<file path="src/rtl/mutative_types.sv">
// Shared arbiter types: grant FSM encoding and saturating counter helper.
// Latency: n/a (types and pure functions only).
// Backpressure: n/a.
package mutative_types;

  typedef enum logic [1:0] {
    IDLE = 2'd0,
    GNT0 = 2'd1,
    GNT1 = 2'd2
  } arb_state_t;

  localparam logic [31:0] PERF_MAX = 32'hFFFF_FFFF;

  // Counters stick at all-ones rather than wrapping.
  function automatic logic [31:0] sat_inc(input logic [31:0] v);
    return (v == PERF_MAX) ? v : v + 32'd1;
  endfunction

endpackage

</file>
<file path="src/rtl/dfp_rr_pick.sv">
// Round-robin grant decision between the icache (0) and dcache (1) requesters.
// Latency: combinational.
// Backpressure: none; the caller only samples winner while idle.
module dfp_rr_pick (
  input  logic req0,
  input  logic req1,
  input  logic last,
  output logic winner
);

  // Lone requester wins outright; on contention the side not served last wins.
  always_comb begin
    winner = 1'b0;
    if (req0 && req1) begin
      winner = ~last;
    end else if (req1) begin
      winner = 1'b1;
    end
  end

endmodule

</file>
<file path="src/rtl/dfp_arbiter.sv">
// Two-requester line arbiter in front of a single memory port; optional perf counters (DFP_ARB_PERF_EN).
// Latency: grant one cycle after request seen in IDLE, resp same cycle as dfp_resp, one IDLE bubble after each completion.
// Backpressure: requesters hold read/write until their resp pulse; one transaction outstanding at a time.
module dfp_arbiter
  import mutative_types::*;
#(
  parameter int LINE_BITS = 256,
  parameter int ADDR_BITS = 32
) (
  input  logic                 clk,
  input  logic                 rst,
  input  logic [ADDR_BITS-1:0] c0_addr,
  input  logic                 c0_read,
  input  logic                 c0_write,
  input  logic [LINE_BITS-1:0] c0_wdata,
  output logic [LINE_BITS-1:0] c0_rdata,
  output logic                 c0_resp,
  input  logic [ADDR_BITS-1:0] c1_addr,
  input  logic                 c1_read,
  input  logic                 c1_write,
  input  logic [LINE_BITS-1:0] c1_wdata,
  output logic [LINE_BITS-1:0] c1_rdata,
  output logic                 c1_resp,
  output logic [ADDR_BITS-1:0] dfp_addr,
  output logic                 dfp_read,
  output logic                 dfp_write,
  output logic [LINE_BITS-1:0] dfp_wdata,
  input  logic [LINE_BITS-1:0] dfp_rdata,
  input  logic                 dfp_resp,
  output logic [31:0]          perf_gnt0,
  output logic [31:0]          perf_gnt1,
  output logic [31:0]          perf_conflict
);

  arb_state_t             state;
  logic                   last;      // 1 when requester 1 completed most recently
  logic                   req0;
  logic                   req1;
  logic                   winner;
  logic [ADDR_BITS-1:0]   lat_addr;
  logic                   lat_read;
  logic                   lat_write;
  logic [LINE_BITS-1:0]   lat_wdata;

  assign req0 = c0_read | c0_write;
  assign req1 = c1_read | c1_write;

  dfp_rr_pick u_pick (
    .req0   (req0),
    .req1   (req1),
    .last   (last),
    .winner (winner)
  );

  // Grant FSM: latch the winner's request in IDLE, hold it until memory answers.
  always_ff @(posedge clk) begin
    if (!rst) begin
      state     <= IDLE;
      last      <= 1'b1;
      lat_addr  <= '0;
      lat_read  <= 1'b0;
      lat_write <= 1'b0;
      lat_wdata <= '0;
    end else begin
      case (state)
        IDLE: begin
          if (req0 || req1) begin
            state     <= winner ? GNT1 : GNT0;
            lat_addr  <= winner ? c1_addr  : c0_addr;
            lat_read  <= winner ? c1_read  : c0_read;
            lat_write <= winner ? c1_write : c0_write;
            lat_wdata <= winner ? c1_wdata : c0_wdata;
          end
        end
        GNT0, GNT1: begin
          if (dfp_resp) begin
            state     <= IDLE;
            last      <= (state == GNT1);
            lat_read  <= 1'b0;
            lat_write <= 1'b0;
          end
        end
        default: state <= IDLE;
      endcase
    end
  end

  // Memory side comes straight from the latched copy, so requester churn never leaks through.
  assign dfp_addr  = lat_addr;
  assign dfp_read  = lat_read;
  assign dfp_write = lat_write;
  assign dfp_wdata = lat_wdata;

  // Completion is forwarded in the same cycle as the memory response.
  assign c0_resp  = (state == GNT0) && dfp_resp;
  assign c1_resp  = (state == GNT1) && dfp_resp;
  assign c0_rdata = dfp_rdata;
  assign c1_rdata = dfp_rdata;

`ifdef DFP_ARB_PERF_EN
  logic [31:0] gnt0_q;
  logic [31:0] gnt1_q;
  logic [31:0] conf_q;

  // Count grants per requester and contended arbitration cycles.
  always_ff @(posedge clk) begin
    if (!rst) begin
      gnt0_q <= '0;
      gnt1_q <= '0;
      conf_q <= '0;
    end else if (state == IDLE) begin
      if (req0 && req1) begin
        conf_q <= sat_inc(conf_q);
      end
      if (req0 || req1) begin
        if (winner) begin
          gnt1_q <= sat_inc(gnt1_q);
        end else begin
          gnt0_q <= sat_inc(gnt0_q);
        end
      end
    end
  end

  assign perf_gnt0     = gnt0_q;
  assign perf_gnt1     = gnt1_q;
  assign perf_conflict = conf_q;
`else
  assign perf_gnt0     = '0;
  assign perf_gnt1     = '0;
  assign perf_conflict = '0;
`endif

endmodule
</file>
<file path="config.mk">
export PLATFORM = sky130hd
export DESIGN_NAME = dfp_arbiter
export DESIGN_NICKNAME = d
export VERILOG_FILES = /design/src/rtl/mutative_types.sv /design/src/rtl/dfp_rr_pick.sv /design/src/rtl/dfp_arbiter.sv
export SDC_FILE = /design/constraint.sdc
export NUM_CORES = 1
export LEC_CHECK = 0
export BUFFER_PORTS_ARGS = -buffer_cell sky130_fd_sc_hd__buf_2
export CAP_MARGIN = 20
export CORE_AREA = 8 8 662 664
export DETAILED_ROUTE_END_ITERATION = 10
export DIE_AREA = 0 0 670 672
export HOLD_SLACK_MARGIN = 0.08
export PLACE_DENSITY_LB_ADDON = 0.1
export SYNTH_ARGS = -nofsm -noshare
export SYNTH_HDL_FRONTEND = slang
export SYNTH_SLANG_ARGS = --single-unit
</file>
<file path="constraint.sdc">
create_clock -name clk -period 3.5 [get_ports clk]
set_clock_uncertainty 0.15 [all_clocks]
set_input_delay 0.875 -clock clk [delete_from_list [all_inputs] [get_ports clk]]
set_output_delay 0.875 -clock clk [all_outputs]
set_load 0.01 [all_outputs]
</file>
---- Word-level counts from Yosys, hierarchy flattened ----
Index checks and enable logic that the tools add are counted.
cells by class
  multiplexer cells ....................... 15
  bitwise operators ....................... 3
  equal/unequal tests ..................... 4
  reductions and logical operators ........ 11
operator list
  operator              count
  $mux W256             1
  $mux W32              1
  $mux W1               7
  $mux W2               3
  $reduce_and A2 Y1     3
  $ne A2 B2 Y1 const B  2
  $pmux W1 S2           2
  $pmux W2 S2           1
  $logic_and A1 B1 Y1   3
  $reduce_and A3 Y1     1
  $eq A2 B1 Y1 const B  1
  $eq A2 B2 Y1 const B  1
  $logic_not A2 Y1      1
  $or A1 B1 Y1          2
  $reduce_bool A2 Y1    1
  $reduce_or A2 Y1      1
  $logic_or A1 B1 Y1    1
  $not A1 Y1            1
storage, ports and cells
  register bits after elaboration ......... 293
  bits of input ports ..................... 839

---- Depth between registers and ports, before layout ----
Gate-level depths: netlist of run 1.
  word-level depth ........................ 6
  gate-level depth with buffers ........... 8
  gate-level depth less buffers ........... 5

---- By module ----
Synthesis of run 1 repeated with hierarchy kept, for this count alone.
unflattened totals
  cells, all modules ...................... 1930
  area, all modules ....................... 18102.4 um^2
by module, submodules not included
  module       area each (um^2)  instances  cells each  sequential area each (um^2)
  dfp_arbiter  18091.1           1          1929        5865.6
  dfp_rr_pick  11.3              1          1           0.0

---- Worst setup path before layout of run 1 ----
OpenSTA, ideal clock, no wires.
  path kind ............................... input -> register
  from .................................... input port c1_write
  to ...................................... register lat_wdata[128] (netlist: dfp_wdata[128])
  data arrival time ....................... 1.863 ns
  required time ........................... 3.225 ns
  buffers on the path ..................... 3
  cell stages on the path ................. 6
  path slack .............................. 1.362 ns
  setup time .............................. 0.125 ns
  cell sequence ........................... o41a_1 buf_6 buf_6 buf_6 o21ai_1 a31oi_1
on the way
  word-level cells in the longest chain between the ends .. 4
ends and longest elaborated chain
  element                                         line                                  text
  start, declared                                 dfp_arbiter.sv:20                     input logic c1_write,
  $or A1 B1 Y1 *                                  dfp_arbiter.sv:46                     assign req1 = c1_read | c1_write;
  $mux W1 or $logic_and A1 B1 Y1 (tied branches)  dfp_rr_pick.sv:16, dfp_rr_pick.sv:14
  $mux W1                                         dfp_rr_pick.sv:14                     if (req0 && req1) begin
  $mux W256                                       dfp_arbiter.sv:72                     lat_wdata <= winner ? c1_wdata : c0_wdata;
  end signal, assigned                            dfp_arbiter.sv:72
  end, declared                                   dfp_arbiter.sv:43                     logic [LINE_BITS-1:0] lat_wdata;
Mark *: on every way between the ends. The rest lies on a longest branch, timed or not.
A chain may end at the register's enable or synchronous reset.

---- Worst setup path after layout of run 1 ----
  from .................................... register state[1]
  to ...................................... output port c0_resp
on the way
  word-level cells in the longest chain between the ends .. 2
ends and longest elaborated chain
  element                 line               text
  start, declared         dfp_arbiter.sv:35  arb_state_t state;
  start signal, assigned  dfp_arbiter.sv:68  state <= winner ? GNT1 : GNT0;
  $eq A2 B1 Y1            dfp_arbiter.sv:95  assign c0_resp = (state == GNT0) && dfp_resp;
  $logic_and A1 B1 Y1     dfp_arbiter.sv:95
  end, declared           dfp_arbiter.sv:17  output logic c0_resp,
No other way between the ends.

==> results of run 1 <==
## through the flow
stage	hold WS, ns	power, mW	setup slack, ns	util
2_1_floorplan	0.3128	7.934	1.362	-
3_3_place_gp	0.3210	11.59	0.5207	0.05847
3_5_place_dp	0.3039	11.53	0.5367	0.05847
4_1_cts	0.1132	17.28	0.4293	0.06225
5_1_grt	0.1794	17.58	0.4549	0.06245
6_report	0.2574	16.18	0.6023	0.06253
## routing by layer
metal	vias up	wire length, um	track usage
met5	-	458	0.005738
met4	22	8545	0.03314
met3	343	29170	0.05836
met2	1264	106000	0.1596
met1	8897	71020	0.08547
li1	8213	-	-
## where the power goes
part	switching, mW	leakage, nW	internal [mW]	total, mW
clock network	2.32	0.789	2.98	5.31
logic	4.47	5.96	1.65	6.12
registers	0.599	2.44	4.16	4.76
## worst register-to-register path, stage by stage, from the launching register on
cell and delay [ns]:
dfxtp_1 0.32, inv_1 0.08, ha_1 0.26, o41a_2 0.22, buf_12 0.23, buf_4 0.73
o21ai_1 0.29, a31oi_1 0.17
## cells in the final DEF (no fill, tap or decap), drive strengths merged
| cell | n |
|---|---|
| buf | 949 |
| o21ai | 579 |
| dfxtp | 293 |
| nand3 | 292 |
| a31oi | 288 |
| conb | 96 |
| clkbuf | 81 |
| diode | 47 |
| inv | 8 |
| clkinv | 6 |
| nand2 | 5 |
| a21oi | 3 |
| ha | 3 |
| and2 | 2 |
| o22ai | 2 |
| nand2b | 2 |
| o32ai | 2 |
| nor2 | 2 |
| o21a | 1 |
| o41a | 1 |
| or2 | 1 |
| nor4 | 1 |
| nor2b | 1 |
| nand3b | 1 |
| o311ai | 1 |
| and3b | 1 |
| bufinv | 1 |
| clkinvlp | 1 |
## cells by family (layout without fill, tap and decap cells)
logic type,Yosys count,count (layout),share of synthesized area
other cells,1,143,0.0002080
simple gates,308,308,0.08626
compound gates,877,877,0.2647
flops,293,293,0.3253
fa+ha+maj,3,3,0.002082
buf+inv,838,1046,0.3214
## flip-flops by register name, indices dropped and copies added, names as in the netlist
name       cells
dfp_addr      32
dfp_read       1
dfp_wdata    256
dfp_write      1
last           1
state          2
## how the worst min path moves through the flow
stage / startpoint / endpoint / slack [ns] / depth (start not counted)
2_1_floorplan: state[1] / state[1] / 0.31 / 2
3_5_place_dp: dfp_write / dfp_write / 0.30 / 2
4_1_cts: c1_wdata[192] / dfp_wdata[192] / 0.11 / 3
5_1_grt: c1_wdata[238] / dfp_wdata[238] / 0.18 / 3
6_report: c1_wdata[192] / dfp_wdata[192] / 0.26 / 3
3_3_place_gp: dfp_write / dfp_write / 0.32 / 2
## layout make-up
class | instances | area share
Clock inverter | 10 | 0.004950
Antenna cell | 47 | 0.004390
Timing Repair Buffer | 949 | 0.1968
Clock buffer | 81 | 0.05557
Sequential cell | 293 | 0.2189
Inverter | 6 | 0.0008406
Tap cell | 5710 | 0.2667
Multi-Input combinational cell | 1284 | 0.2519
==> results.md, run 1 <==
* DRT iter0 DRCs at 883
* Post-Synthesis Cell Area at 0.01803 mm2
* DIE AREA at 0.4502 mm2
* Post-CTS Resized at 0
* Register area share after synthesis at 0.3253
* CP Launch Type: flop
* Reg2reg setup slack at 0.96 ns
* FF-to-FF path depth at 7
* First-pass GRT wire length at 264100 um
* Top Ports at 1739
* Worst reg2reg path startpoint: state[0]
* Peak VDD IR at 0.3785 mV
* CP cell instances: inv_1 -> ha_1 -> and2_1 -> buf_2
* Fin nets at roughly 3.4k
* Setup Fix Bufs, Post-CTS at 0
* Register area at 0.005866 mm2
* H-tree depth at 2
* Crit path DAT at 1.87 ns
* Top cells by area, synth: dfxtp_1 (33%), buf_4 (26%), o21ai_0 (10%)
* Worst-margin pin slew at 1.077 ns
* RSZ-0062 raised after global routing: no
* Final cell count without fillers at between 8k and 9k
* CTS Buffer Depth at 3
* Pre-antenna DRT Iters at 5
* Routed length per instance at roughly 26 um
* Top post-synthesis cells by count: buf_4 (613), o21ai_0 (378), dfxtp_1 (293)
* Initial Util at 0.04208
* Filler cells at approximately 51k
* Setup Viol. Count Final at 0
* Root buf cell: clkbuf_16
* Synth area leader: dfxtp_1
* Reg2reg end: dfp_wdata[76]
* Synth Instances at between 2k and 2.5k
* Crit end category: output port
* Final instance area at 0.02679 mm2
* PortBufs at 874
* Synthesis-to-layout area growth at 48.60%
* EDFF count, synth at 0
* CTS sink count at 293
* Max-capacitance violation count at 0
* Die Width at approximately 670 um
* Outcome: finished, final reports clean
* Hold Crit Class: in2reg
* Final Cycle Share at 0.8279
* Layout cells sized above 1 at 0.3908
* Critical Path RT at 2.47 ns
* CTS buffer count at approximately 50
* Hold buffer count at cts at 0
* Critical path's slowest cell: and2_1
* Reg clk slew, reported paths at 0.06 ns
* CTS tree: yes
* Pleak at between 9 and 10 nW
* Antenna violations before repair at 65
* Power per cell area at 604.0 mW/mm2
* Clk Latency, worst-skew pair at 0.73 ns
* Most frequent cell after synthesis: buf_4
* Critical path peak fanout at 3
* Number of max-slew violations in the final report at 0
* WP buf/inv at 2
* Yosys warns at 0
* Core area at roughly 0.43 mm2
* Rows at about 240
* Ys async rst share at 0
* Library cells used by synthesis at 30
* Detail Route Antenna Nets at 0
* Rel. slew slack at 0.2819
* GR Util All Layers at 0.09119
* Delay-heaviest family, CP: simple AND/OR/NAND/NOR gates
* Share of the synthesized area in the top cell type at 0.3253
* Final min period at 2.898 ns
* Pin count of the biggest net entering global routing at 125
* Vias in the first global route at 19.90k
* Global placement routability congestion at 0.7015
* Final hold vios at 0
* CP Depth at 4
* Via density at 2.236
* Dpl cells at 8242
* Dpl hpwl at 181600 um
* CP Launch Point: state[1]
* Area post-placement at 0.02505 mm2
* Post-Route WL at 215200 um
* Max frequency at approximately 350 MHz
* Vias at around 19k
* Mean Syn Cell Area at 7.771 um2
* Slowest cell delay on critical path at around 0.37 ns
* Crit Path Category: reg2out
* Main synth FF type: dfxtp_1
* End point of the critical path: c0_resp
* FF+latch count, synth at 293
* Drc violations at 0
* TNS Setup at 0 ns
* Multi-input gate area at 0.006748 mm2
* Die Y at 672 um
* Congestion Overflow GR at 0
Power figures use the tool's default switching activity.
==> run 2, diff against run 1 <==
Settings changed: ABC_AREA set to 1, CORE_AREA 8 8 662 664 to 8 8 677 679, DIE_AREA 0 0 670 672 to 0 0 685 687.
Clock period 3.5 ns to 2.35 ns, I/O delays scaled along.
==> results.md, run 2 <==
* Commonest non-fill, non-tap cell in the layout: nor2_1 (was buf_2)
* Routing usage on met1 at 0.08053 (was 0.08547)
* Initial Util at 0.04404 (was 0.04208)
* Sw Share at 0.4285 (was 0.4567)
* Drc violations at 0 (unchanged)
* Max frequency at 440.9 MHz
* Detail Route Antenna Nets at 0 (unchanged)
* Final instance area at 0.03448 mm2 (was 0.02679 mm2)
* Worst hold margin at 0.1773 ns (was 0.2574 ns)
* Die Width at 685 um (was 670 um)
* Peak VDD IR at 0.5419 mV (was 0.3785 mV)
* PortBufs at 874 (unchanged)
* Synth Instances at 3125 (was 2320)
* Core area at 0.4472 mm2 (was 0.4285 mm2)
* Crit end category: output port (unchanged)
* Critical Path RT at 1.61 ns (was 2.47 ns)
* Met3 Use GR at 0.05664 (was 0.05836)
* Final Cycle Share at 0.9652
* Sequential power share at 0.264 (was 0.294)
* Register area share after synthesis at 0.2978 (was 0.3253)
* Ys async rst share at 0 (unchanged)
* Pre-antenna DRT Iters at 5 (unchanged)
* CTS tree: yes (unchanged)
* Congestion Overflow GR at 0 (unchanged)
* Vias in the first global route at 23.65k (was 19.90k)
* TNS Setup at 0 ns (unchanged)
* EDFF count, synth at 0 (unchanged)
* Critical path's slowest cell: dlygate4sd3_1 (was and2_1)
* Critical path peak fanout at 3 (unchanged)
* Slowest cell delay on critical path at 0.56 ns (was 0.37 ns)
* DIE AREA at 0.4706 mm2 (was 0.4502 mm2)
* Most frequent cells in the layout: nor2_1 (855), buf_2 (850), nand2_1 (591) (was buf_2 (873), o21ai_0 (377), dfxtp_1 (293))
* Comb pwr share at 0.419 (was 0.378)
* Synth area leader: dfxtp_1 (unchanged)
* CTS Buffer Depth at 3 (unchanged)
* Crit path DAT at 1.53 ns (was 1.87 ns)
* Antenna violations before repair at 32 (was 65)
* Top post-synthesis cells by count: nor2_1 (867), buf_4 (662), nand2_1 (593) (was buf_4 (613), o21ai_0 (378), dfxtp_1 (293))
* Die Y at 687 um (was 672 um)
* Share of the synthesized area in the top cell type at 0.2978 (was 0.3253)
* RSZ-0062 raised after global routing: yes (was no)
* Post-layout util at 0.07710 (was 0.06253)
* Rows at 246 (was 241)
* Delay-heaviest family, CP: buffers and inverters (was simple AND/OR/NAND/NOR gates)
* H-tree depth at 2 (unchanged)
* Top Ports at 1739 (unchanged)
* Outcome: finished, final reports clean (unchanged)
* GR Util All Layers at 0.07804 (was 0.09119)
* Fin nets at 4864 (was 3427)
* Main synth FF type: dfxtp_1 (unchanged)
* Hold Crit Class: in2reg (unchanged)
* Sw Pwr at 10.95 mW (was 7.389 mW)
* Vias at 21.43k (was 18.74k)
* CP cell instances: dlygate4sd3_1 -> buf_2 -> nand2_2 -> inv_2 -> buf_6 (was inv_1 -> ha_1 -> and2_1 -> buf_2)
* CTS buffer count at 50 (was 51)
* Root buf cell: clkbuf_16 (unchanged)
* Number of max-slew violations in the final report at 0 (unchanged)
* Routed length per instance at 19.13 um (was 25.68 um)
* Via density at 2.138 (was 2.236)
* Mean Syn Cell Area at 6.302 um2 (was 7.771 um2)
* Area post-placement at 0.02807 mm2 (was 0.02505 mm2)
* Global placement routability congestion at 0.7188 (was 0.7015)
* Layout cells sized above 1 at 0.2885 (was 0.3908)
* Setup Viol. Count Final at 0 (unchanged)
* Post-Route WL at 191700 um (was 215200 um)
* Dpl hpwl at 169000 um (was 181600 um)
* P_int at 14.61 mW (was 8.792 mW)
* Pleak at 15.59 nW (was 9.192 nW)
* Post-Synthesis Cell Area at 0.01969 mm2 (was 0.01803 mm2)
* Reg clk slew, reported paths at 0.06 ns (about the same)
* Clock share of power at 0.317 (was 0.328)
* Final min period at roughly 2.3 ns
* GRT busiest layer: met2 (unchanged)
* Library cells used by synthesis at 22 (was 30)
* Most frequent cell after synthesis: nor2_1 (was buf_4)
* Largest register FFs at 256 (unchanged)
* Max-capacitance violation count at 0 (unchanged)
* Top cells by area, synth: dfxtp_1 (30%), buf_4 (25%), nor2_1 (17%) (was dfxtp_1 (33%), buf_4 (26%), o21ai_0 (10%))
* Clk Latency, worst-skew pair at 0.69 ns (was 0.73 ns)
* Yosys warns at 0 (unchanged)
* FF+latch count, synth at 293 (unchanged)
* CP Launch Type: input port (was flop)
* First-pass GRT wire length at 244600 um (was 264100 um)
* CTS sink count at 293 (unchanged)
* WP buf/inv at 4 (was 2)
* Synthesis-to-layout area growth at 75.08% (was 48.60%)
* Crit Path Category: in2out (was reg2out)
* Pin count of the biggest net entering global routing at 45 (was 125)
* DRT iter0 DRCs at 581 (was 883)
* Power per cell area at 741.3 mW/mm2 (was 604.0 mW/mm2)
* M2 GR Usage at 0.1242 (was 0.1596)
* Power, Total at 25.56 mW (was 16.18 mW)
* Final hold vios at 0 (unchanged)
==> run 2: power groups by stage <==
stage	combinational, mW	clock (mW)	sequential [mW]
2_1_floorplan	4.82	0	7.09
3_3_place_gp	10.9	0	6.90
3_5_place_dp	10.8	0	6.89
4_1_cts	11.6	8.82	6.81
5_1_grt	12.3	8.90	6.91
6_report	10.7	8.11	6.74
==> run 2: routing by layer <==
layer	wire length [um]	up-vias
met5	234	-
met4	6443	14
met3	29580	243
met2	85090	1145
met1	70350	9602
li1	-	10430
==> run 2: final cells by class <==
cell class / count / area [um2]
diodes: 12 / 30.03
clock inverters: 18 / 241.5
inverters: 299 / 1146
multi-input cells: 1861 / 7443
fillers: 53080 / 412700
well taps: 5952 / 7447
clock buffers: 71 / 1450
flip-flops and latches: 293 / 5872
repair buffers: 1517 / 10850
==> run 2: worst paths after layout <==
path	from	end	slack, ns	cells after the start
worst min-delay path	c0_wdata[86]	dfp_wdata[86]	0.18	5
worst min register to register	dfp_read	dfp_read	0.33	2
worst max register to register	state[0]	dfp_wdata[22]	0.15	10
worst max-delay path	dfp_resp	c1_resp	0.08	5
==> run 2: kinds of logic (layout without fill, tap and decap cells) <==
family / Yosys count / after routing / synth area share
and+or+nand+nor: 1466 / 1466 / 0.2799
DFF: 293 / 293 / 0.2978
adders and majority gates: 3 / 3 / 0.001906
buffers and inverters: 1066 / 1905 / 0.3446
other: 1 / 108 / 0.0001904
AOI/OAI and AO/OA: 296 / 296 / 0.07554
==> run 2: repair_timing <==
item	in CTS	in global routing
setup endpoints to repair	28	19
hold endpoints to repair	262	0
cloned	0	0
buffers inserted	1	0
gates resized for setup	41	12
pin swaps	2	1
hold buffers	456	0
==> run 2: tightest hold or removal path, delay by kind of cell <==
family                 cells  cell delay (ns)
AND/OR/NAND/NOR            3             0.26
buffers and inverters      2             0.10
==> run 2: metrics by stage <==
| stage | std cells | worst slack [ns] |
|---|---|---|
| after floorplan | 3220 | 0.5856 |
| after global placement | 9466 | -0.4826 |
| after detailed placement | 9466 | -0.4736 |
| after CTS | 10010 | -0.02707 |
| after global routing | 10020 | -0.01941 |
| final | 10020 | 0.08178 |
==> run 3, diff against run 2 <==
Settings changed: ABC_CLOCK_PERIOD_IN_PS set to 2350, CORE_AREA 8 8 677 679 to 3 3 672 674, DIE_AREA 0 0 685 687 to 0 0 675 677.
==> results.md, run 3 (synthesized netlist as in run 2, its figures left out) <==
* Via density at 2.164 (was 2.138)
* Hold Crit Class: in2reg (unchanged)
* Routed length per instance at 19.71 um (was 19.13 um)
* Worst hold margin at 0.1766 ns (was 0.1773 ns)
* RSZ-0062 raised after global routing: yes (unchanged)
* CP Launch Type: input port (unchanged)
* Congestion Overflow GR at 0 (unchanged)
* Power per cell area at 733.0 mW/mm2 (was 741.3 mW/mm2)
* Outcome: finished, final reports clean (unchanged)
* FF-to-FF path depth at 9 (was 10)
* H-tree depth at 2 (unchanged)
* Synthesis-to-layout area growth at 76.92% (was 75.08%)
* CTS buffer count at 52 (was 50)
* DIE AREA at 0.4570 mm2 (was 0.4706 mm2)
* Initial Util at 0.04422 (was 0.04404)
* Critical Path RT at 2.78 ns (was 1.61 ns)
* CTS tree: yes (unchanged)
* CTS Buffer Depth at 3 (unchanged)
* Dpl hpwl at 171900 um (was 169000 um)
* Die Width at 675 um (was 685 um)
* Vias at 21.69k (was 21.43k)
* Layout cells sized above 1 at 0.2786 (was 0.2885)
* Number of max-slew violations in the final report at 0 (unchanged)
* Setup Viol. Count Final at 0 (unchanged)
* Post-Route WL at 197600 um (was 191700 um)
* Die Y at 677 um (was 687 um)
* Final min period at 2.286 ns (was 2.268 ns)
* Final Cycle Share at 0.9729 (was 0.9652)
* Fin nets at 4894 (was 4864)
* Rows at 245 (was 246)
* First-pass GRT wire length at 247700 um (was 244600 um)
* Crit path DAT at 2.72 ns (was 1.53 ns)
* Commonest non-fill, non-tap cell in the layout: buf_2 (was nor2_1)
* Critical path peak fanout at 23 (was 3)
* Pin count of the biggest net entering global routing at 64 (was 45)
* Reg clk slew, reported paths at 0.06 ns (about the same)
* Post-layout util at 0.07823 (was 0.07710)
* Crit Path Category: in2reg (was in2out)
* Worst reg2reg path startpoint: state[0] (unchanged)
* Crit end category: flop (was output port)
* Top Ports at 1739 (unchanged)
* Most frequent cells in the layout: buf_2 (850), nor2_1 (843), nand2_1 (591) (was nor2_1 (855), buf_2 (850), nand2_1 (591))
* Clk Latency, worst-skew pair at 0.73 ns (was 0.69 ns)
* Detail Route Antenna Nets at 0 (unchanged)
* Drc violations at 0 (unchanged)
* Vias in the first global route at 23.66k (was 23.65k)
* Max frequency at 437.4 MHz (was 440.9 MHz)
* GR Util All Layers at 0.08324 (was 0.07804)
* TNS Setup at 0 ns (unchanged)
* Pre-CTS setup slack at -0.3349 ns (was -0.4736 ns)
* CP Launch Point: c0_read (was dfp_resp)
* Pleak at 15.67 nW (was 15.59 nW)
* DRT iter0 DRCs at 644 (was 581)
* Core area at 0.4454 mm2 (was 0.4472 mm2)
* CTS sink count at 293 (unchanged)
* Reg2reg setup slack at 0.15 ns (about the same)
* Setup ws final at 0.06359 ns (was 0.08178 ns)
* Antenna violations before repair at 23 (was 32)
* Root buf cell: clkbuf_16 (unchanged)
* PortBufs at 874 (unchanged)
* Largest register FFs at 256 (unchanged)
* Final instance area at 0.03484 mm2 (was 0.03448 mm2)
* Dpl cells at 9400 (was 9466)
* Peak VDD IR at 0.5223 mV (was 0.5419 mV)
* End point of the critical path: dfp_wdata[36] (was c1_resp)
* Reg2reg end: dfp_wdata[36] (was dfp_wdata[22])
* Power, Total at 25.54 mW (was 25.56 mW)
* Max-capacitance violation count at 0 (unchanged)
* Area post-placement at 0.02763 mm2 (was 0.02807 mm2)
* Pre-antenna DRT Iters at 5 (unchanged)
* Final cell count without fillers at 10.02k (about the same)
* Final hold vios at 0 (unchanged)
* Global placement routability congestion at 0.7440 (was 0.7188)
run 3: cell count changes in the layout (fill, tap and decap cells not counted), moves of 3 or more:
| cell | delta |
|---|---|
| nor2_1 | -12 |
| diode_2 | -5 |
| dlygate4sd3_1 | +68 |
| dfxtp_2 | -4 |
| clkbuf_16 | +3 |
| dfxtp_4 | +3 |
| bufinv_16 | -3 |
| buf_12 | -9 |
| clkinv_2 | -4 |
| nor2_2 | +10 |
| clkbuf_1 | +5 |
| buf_4 | -34 |
run 3: what timing repair did:
item | CTS | global route
gates resized for setup | 45 | 32
pin swaps | 1 | 4
buffers inserted | 1 | 0
gates cloned | 0 | 1
endpoints found under the setup margin | 35 | 56
hold buffers | 524 | 0
hold endpoints to repair | 289 | 0
run 3: how the worst min path moves through the flow:
stage	from	slack, ns	to	cells after the start
detailed placement	dfp_write	0.33	dfp_write	2
CTS	c1_wdata[237]	0.08	dfp_wdata[237]	6
floorplan	state[1]	0.31	state[1]	2
global route	c1_wdata[249]	0.13	dfp_wdata[249]	6
global placement	dfp_write	0.33	dfp_write	2
finish	c0_wdata[20]	0.18	dfp_wdata[20]	5
run 3: area by class of cell:
class | instances | area [um2]
Clock buffer | 80 | 1546
Tap cell | 5928 | 7417
Timing Repair Buffer | 1545 | 11160
Inverter | 299 | 1170
Clock inverter | 11 | 145.1
Antenna cell | 7 | 17.52
Sequential cell | 293 | 5878
Multi-Input combinational cell | 1861 | 7508
Fill cell | 52730 | 410600
run 3: power breakdown:
part           total, mW  switching, mW  internal (mW)
clock               8.05           3.43           4.61
combinational       10.7           7.11           3.63
sequential          6.75          0.707           6.04
total               25.5           11.2           14.3
run 3: critical path, stage by stage:
cell and delay [ns]:
dlygate4sd3_1 0.55, buf_2 0.15, o21ai_2 0.18, nand2_4 0.12
inv_16 0.18, buf_12 0.25, buf_4 0.18, nor2_1 0.04
nor2_1 0.32, nor2_1 0.07
run 3: per-layer routing:
layer	vias up	wire length [um]	track usage
li1	10480	-	-
met1	9806	69890	0.08293
met2	1130	89630	0.1352
met3	270	31210	0.05963
met4	2	6777	0.02706
met5	-	79	0.005787
